[src/rtl/pll_reset_sequencer.sv]
`default_nettype none
// ============================================================================
// Module   : pll_reset_sequencer
// Purpose  : Drives the PLL reset, waits for a stable lock and sequences the
//            system reset. Also counts lock losses and lock timeouts.
// Revision : 1.0 - initial release
// ============================================================================
module pll_reset_sequencer #(
  parameter int PLL_RST_CYCLES = 16,
  parameter int LOCK_TIMEOUT   = 50000,
  parameter int SETTLE_CYCLES  = 1024,
  parameter int SYNC_STAGES    = 2
) (
  input  logic       refclk,
  input  logic       rst,
  input  logic       pll_locked,
  input  logic       soft_rst,
  output logic       pll_rst,
  output logic       sys_rst,
  output logic       ready,
  output logic [7:0] lock_loss_cnt,
  output logic [7:0] timeout_cnt
);

  localparam int C_MAX_AB = (PLL_RST_CYCLES > LOCK_TIMEOUT) ? PLL_RST_CYCLES : LOCK_TIMEOUT;
  localparam int C_MAX    = (C_MAX_AB > SETTLE_CYCLES) ? C_MAX_AB : SETTLE_CYCLES;
  localparam int CNT_W    = $clog2(C_MAX);

  localparam logic [CNT_W-1:0] C_RST_LAST     = CNT_W'(PLL_RST_CYCLES - 1);
  localparam logic [CNT_W-1:0] C_TIMEOUT_LAST = CNT_W'(LOCK_TIMEOUT - 1);
  localparam logic [CNT_W-1:0] C_SETTLE_LAST  = CNT_W'(SETTLE_CYCLES - 1);

  typedef enum logic [1:0] {
    ST_PLL_RESET = 2'd0,
    ST_WAIT_LOCK = 2'd1,
    ST_SETTLE    = 2'd2,
    ST_RUN       = 2'd3
  } state_t;

  state_t                 state_q, state_d;
  logic [CNT_W-1:0]       cnt_q, cnt_d;
  logic [SYNC_STAGES-1:0] sync_q, sync_d;
  logic [7:0]             lock_loss_q, lock_loss_d;
  logic [7:0]             timeout_q, timeout_d;
  logic                   pll_rst_q, pll_rst_d;
  logic                   sys_rst_q, sys_rst_d;
  logic                   ready_q, ready_d;
  logic                   locked_s;

  assign locked_s = sync_q[SYNC_STAGES-1];

  always_comb begin
    sync_d      = {sync_q[SYNC_STAGES-2:0], pll_locked};
    state_d     = state_q;
    cnt_d       = cnt_q + CNT_W'(1);
    lock_loss_d = lock_loss_q;
    timeout_d   = timeout_q;

    case (state_q)
      ST_PLL_RESET: begin
        if (cnt_q == C_RST_LAST) state_d = ST_WAIT_LOCK;
      end
      ST_WAIT_LOCK: begin
        // Lock takes priority over a timeout landing on the same cycle.
        if (locked_s) begin
          state_d = ST_SETTLE;
        end else if (cnt_q == C_TIMEOUT_LAST) begin
          state_d = ST_PLL_RESET;
          if (timeout_q != 8'hFF) timeout_d = timeout_q + 8'd1;
        end
      end
      ST_SETTLE: begin
        if (!locked_s)                   state_d = ST_WAIT_LOCK;
        else if (cnt_q == C_SETTLE_LAST) state_d = ST_RUN;
      end
      default: begin
        cnt_d = cnt_q;
        if (!locked_s) begin
          state_d = ST_WAIT_LOCK;
          if (lock_loss_q != 8'hFF) lock_loss_d = lock_loss_q + 8'd1;
        end else if (soft_rst) begin
          state_d = ST_SETTLE;
        end
      end
    endcase

    if (state_d != state_q) cnt_d = '0;

    pll_rst_d = (state_d == ST_PLL_RESET);
    sys_rst_d = (state_d != ST_RUN);
    ready_d   = (state_d == ST_RUN);
  end

  always_ff @(posedge refclk or posedge rst) begin
    if (rst) begin
      state_q     <= ST_PLL_RESET;
      cnt_q       <= '0;
      sync_q      <= '0;
      lock_loss_q <= 8'd0;
      timeout_q   <= 8'd0;
      pll_rst_q   <= 1'b1;
      sys_rst_q   <= 1'b1;
      ready_q     <= 1'b0;
    end else begin
      state_q     <= state_d;
      cnt_q       <= cnt_d;
      sync_q      <= sync_d;
      lock_loss_q <= lock_loss_d;
      timeout_q   <= timeout_d;
      pll_rst_q   <= pll_rst_d;
      sys_rst_q   <= sys_rst_d;
      ready_q     <= ready_d;
    end
  end

  assign pll_rst       = pll_rst_q;
  assign sys_rst       = sys_rst_q;
  assign ready         = ready_q;
  assign lock_loss_cnt = lock_loss_q;
  assign timeout_cnt   = timeout_q;

endmodule
`default_nettype wire

[config.mk]
export PLATFORM = sky130hd
export DESIGN_NAME = pll_reset_sequencer
export DESIGN_NICKNAME = d
export VERILOG_FILES = /design/src/rtl/pll_reset_sequencer.sv
export SDC_FILE = /design/constraint.sdc
export NUM_CORES = 1
export LEC_CHECK = 0
export BUFFER_PORTS_ARGS = -buffer_cell sky130_fd_sc_hd__buf_2
export CAP_MARGIN = 10
export CORE_ASPECT_RATIO = 0.75
export CORE_UTILIZATION = 40
export CTS_CLUSTER_SIZE = 20
export DETAILED_ROUTE_END_ITERATION = 10
export PLACE_DENSITY = 0.7
export SLEW_MARGIN = 10
export SYNTH_ARGS = -nofsm -noshare
export SYNTH_HDL_FRONTEND = slang
export SYNTH_SLANG_ARGS = --single-unit
[constraint.sdc]
create_clock -name refclk -period 2.2 [get_ports refclk]
set_input_delay 0.22 -clock refclk [delete_from_list [all_inputs] [get_ports refclk]]
set_output_delay 0.22 -clock refclk [all_outputs]
set_load 0.1 [all_outputs]
# == Yosys cells after proc, flatten, opt, wreduce, memory -nomap -nowiden ==
# Index checks and enable logic that the tools add are counted.
# classes
addsub,3
n_eq_ne,10
mux,10
n_bitwise,2
reduce_logical,6
# op_table
cell,count
$mux 16,2
$add 16x1->16 const B,1
$add 8x1->8 const B,2
$eq 16x10->1 const B,1
$eq 16x16->1 const B,1
$eq 16x4->1 const B,1
$ne 8x8->1 const B,2
$mux 2,7
$pmux 2 s3,1
$eq 2x2->1 const B,2
$logic_not 2->1,2
$reduce_and 4->1,1
$reduce_and 3->1,1
$reduce_or 3->1,1
$eq 2x1->1 const B,1
$ne 2x2->1,1
$ne 2x2->1 const B,1
$not 1->1,2
$reduce_bool 2->1,1
# word_totals
register_bits,39
inputBits,4
output_inout_bits,19
wordCells,39

# == Depth between registers and ports, before layout ==
# depth
ltp_word,6
depth_mapped,7
mapped_depth_nobuf,6

# == Least setup slack after synthesis ==
# Ideal clock, no wire load.
# synth_timing
path_kind,register -> register
startpoint,"reg timeout_q[0], in the netlist timeout_cnt[0]"
endpoint,"reg timeout_q[4], in the netlist timeout_cnt[4]"
setup_time_ns,0.159
arrival_ns,2.061
path_slack_ns,-0.021
path_stages_with_launch,6
n_path_buf,0
path_cell_list,dfrtp_1 ha_1 a41o_1 nor4_4 nand4_1 xnor2_1
# synth_between
elab_chain_len,2
word_cells_on_any_way,3
classes_between,add/sub (1); eq/ne (1); reduce/logical (1)
# synth_lines
element,line_no,rtl
"start, declared",44,"logic [7:0] timeout_q, timeout_d;"
"start signal, assigned",109,timeout_q <= timeout_d;
branches (longest 2 deep; another with $add 8x1->8),--,
# Parallel ways; which one is timed is not known.
# A chain may end at the register's enable or synchronous reset.

# == Final worst setup path ==
# layout_timing
startpoint,reg cnt_q[6]
endpoint,"reg sys_rst_q, in the netlist sys_rst"
# layout_between
elab_chain_len,5
word_cells_on_any_way,10
classes_between,eq/ne (4); mux (6)
# layout_lines
element,line_no,rtl
"start, declared",41,"logic [CNT_W-1:0] cnt_q, cnt_d;"
"start signal, assigned",106,cnt_q <= cnt_d;
$eq 16x10->1 or $eq 16x16->1 (tied branches),"74, 67",
"$mux 2, on equally long branches","74, 67",
"$mux 2, on equally long branches","73, 65",
$pmux 2 s3 *,59,case (state_q)
$ne 2x2->1 *,90,sys_rst_d = (state_d != ST_RUN);
named net sys_rst_d,46,"logic sys_rst_q, sys_rst_d;"
"end signal, assigned",111,sys_rst_q <= sys_rst_d;
"end, declared",46,
# Mark *: on every way through the listed nets, which the timed path passes. The rest lies on a longest branch.

==> metrics <==
post-synthesis net count 184; Clock transition at path regs 0.07 ns; arrival time reported for the critical path endpoint 2.22 ns; Post-Synthesis Cell Area 0.00193 sq mm; maximum fanout along the worst path 6; crit path capture type register; net switching component of the power 866 uW; internal power component 1.41 mW; DRC 0; buffer cell driving the clock tree root sky130_fd_sc_hd__clkbuf_8; maxcap violations 0; switching share of power 38.0%; post-detailed-placement half-perimeter wirelength 2550 microns; post-synthesis cell type count 42; status completed; vias per std cell roughly 5.4; routed via count 1424; initial core utilization between 40% and 50%; Layout Nets 214; post-detailed-routing wire length 3520 microns; number of register bits inferred by synthesis 39; setup repair after global routing missed its margin false; Gate Count Post-Synth 177; leftover overflow at the end of global routing 0; class of the tightest hold or removal check input port to async pin; worst clock skew 0.00427 ns; Post-CTS Setup Repair Bufs 0; max_slew headroom 67.6%; maximum number of pins on one net before global-route repair 40; Worst Max-Slew Pin Slew 0.487 ns; final count of hold timing violations 0; Top FF cell, synth sky130_fd_sc_hd__dfrtp_1; number of buffers inserted during clock tree synthesis 5; share of cells above drive strength 1 24.0%; final standard cell utilization of the core 49.5%; Buffers on Ports 22; number of antenna violations at the first check in global routing 0; Power Density 1010 mW/mm^2; final number of setup-violating endpoints 0; final-layout setup total negative slack 0 ns; Yosys Warn Count 0; ANT nets after route 0; synth top area cells sky130_fd_sc_hd__dfrtp_1, sky130_fd_sc_hd__xnor2_1, sky130_fd_sc_hd__xor2_1; Antenna Diode Count 0; Slowest cell on crit path sky130_fd_sc_hd__or4_4; growth of design area from synthesis to finish 16.4%; leak pwr between 1 and 1.5 nW; Design Power between 2 and 2.5 mW; Critical Path Max Stage Delay 0.55 ns; die footprint 0.00511 sq mm; count of routing violations after the opening detailed-route iteration 113; # hold bufs at CTS 0; count of flip-flops with a built-in enable after synthesis 0; part of the Yosys area used for sequential elements 50.6%; CTS HTree Levels 2; dominant cell by count in the synthesized netlist sky130_fd_sc_hd__dfrtp_1; list of most frequent post-synthesis cells sky130_fd_sc_hd__dfrtp_1, sky130_fd_sc_hd__nor2_1, sky130_fd_sc_hd__xnor2_1, sky130_fd_sc_hd__xor2_1; clock tree from TritonCTS yes; shortest period the worst path allows 2.01 ns; cells resized by post-CTS repair 0; count of final max-slew check failures 0; Final Hold Slack just under 0.03 ns; num rows 21; Tot GR Track Use 16.1%; Cell Chain, Critical Path or4_4 > nor3_2 > o2111ai_2 > and3_4 > a2111o_1; share of the synthesized area in the top cell type between 40% and 50%; clock latency at the later pin of the worst-skew pair 0.28 ns; post-synthesis area per instance 10.9 sq um; core area about 0.0045 sq mm; share of power burned in the clock network 26.2%; type of the setup path with the least slack register to register; TritonRoute pass-1 iters 4; global-route wire length before repair 6220 microns; number of global-route vias before repair 1305; post-detailed-route wirelength per cell 13.3 microns; least setup slack across all paths after layout 0.189 ns; largest buffer count on any clock path 2; async set-or-reset flop fraction in the synthesized netlist between 90% and 100%; Critical Path Start Type register; fin crit share 91.4%; overall die height 62.2 microns; leading area contributor after synthesis sky130_fd_sc_hd__dfrtp_1; achievable clock frequency 0.497 GHz; Placer Congestion 0.829; sequential cell fraction of total power between 40% and 50%; pre-CTS setup slack 0.226 ns; combinational cell fraction of total power between 30% and 40%; peak supply drop 0.547 mV; boundary pin count 23; worst path required time around 2.4 ns; horizontal die dimension 82.2 microns; number of clock sinks seen by CTS 39
==> routing by layer <==
metal	vias to the layer above	GRT usage, %	routed length [microns]	part of all wire, %
li1	693	-	-	-
met1	697	24.3	1810	52
met2	32	21.6	1490	42
met3	2	5.15	184	5.2
met4	0	4.61	29	0.83
met5	-	0	0	0
==> flip-flops by register name (all words and copies together), names as in the netlist <==
name and cells:
cnt_q 16, lock_loss_cnt 8, timeout_cnt 8, state_q 2, sync_q 2, pll_rst 1
ready 1, sys_rst 1
==> power groups by stage <==
stage	Clock (mW)	Sequential (mW)	Combinational [mW]
6_report	0.597	0.924	0.758
5_1_grt	0.661	0.939	0.827
4_1_cts	0.621	0.921	0.765
3_5_place_dp	0	0.935	0.763
3_3_place_gp	0	0.931	0.755
2_1_floorplan	0	1.16	0.379
==> metrics by stage <==
stage	instance area (sq um)	cells
2_1_floorplan	1940	177
3_5_place_dp	2130	257
4_1_cts	2250	265
6_report	2250	265
3_3_place_gp	2130	257
5_1_grt	2250	265
==> final timing paths <==
path,startpoint,cells after the start,slack (ns),end
max,cnt_q[6]$_DFFE_PP0P_,5,0.19,sys_rst$_DFF_PP1_
min,rst,3,0.03,timeout_cnt[4]$_DFFE_PP0P_
max reg2reg,cnt_q[6]$_DFFE_PP0P_,5,0.19,sys_rst$_DFF_PP1_
min reg2reg,sync_q[0]$_DFF_PP0_,0,0.36,sync_q[1]$_DFF_PP0_
max in group asynchronous,rst,3,1.79,lock_loss_cnt[0]$_DFFE_PP0P_
min in group refclk,pll_locked,1,0.04,sync_q[0]$_DFF_PP0_
==> cells by family (layout without fill, tap and decap cells) <==
| logic type | after synthesis | count (layout) | share of synthesized area (%) |
|---|---|---|---|
| AO/OA/AOI/OAI | 14 | 14 | 6.22 |
| XOR/XNOR | 27 | 27 | 12.2 |
| adder cells (fa/ha/maj) | 3 | 3 | 1.94 |
| buffers and inverters | 10 | 41 | 2.40 |
| flip-flops | 39 | 39 | 50.6 |
| multiplexers | 3 | 3 | 1.68 |
| AND/OR/NAND/NOR | 81 | 81 | 24.9 |
==> critical path: cells and delay by family, from the launching register on <==
kind / cells / cell delay [ns]
AO/OA/AOI/OAI: 2 / 0.54
flip-flops: 1 / 0.46
AND/OR/NAND/NOR: 3 / 0.94
==> layout make-up <==
| class | instances | area, sq um |
|---|---|---|
| well taps | 57 | 71.3 |
| fillers | 416 | 2300 |
| inverters | 6 | 22.5 |
| flip-flops and latches | 39 | 982 |
| repair buffers | 27 | 148 |
| clock inverters | 2 | 35.0 |
| multi-input cells | 128 | 907 |
| clock buffers | 6 | 82.6 |
==> cells in the final DEF, fill, tap and decap left out, types with 3 or more instances in the layout <==
cell type and count:
sky130_fd_sc_hd__and3_1 6, sky130_fd_sc_hd__buf_2 22, sky130_fd_sc_hd__buf_4 5, sky130_fd_sc_hd__clkbuf_8 6, sky130_fd_sc_hd__dfrtp_1 34, sky130_fd_sc_hd__dfrtp_2 3
sky130_fd_sc_hd__ha_1 3, sky130_fd_sc_hd__inv_1 6, sky130_fd_sc_hd__nand2_1 12, sky130_fd_sc_hd__nand3_1 9, sky130_fd_sc_hd__nand4_1 12, sky130_fd_sc_hd__nor2_1 15
sky130_fd_sc_hd__nor3_1 9, sky130_fd_sc_hd__or3_1 3, sky130_fd_sc_hd__xnor2_1 14, sky130_fd_sc_hd__xor2_1 13
(Power assumes the default switching activity.)
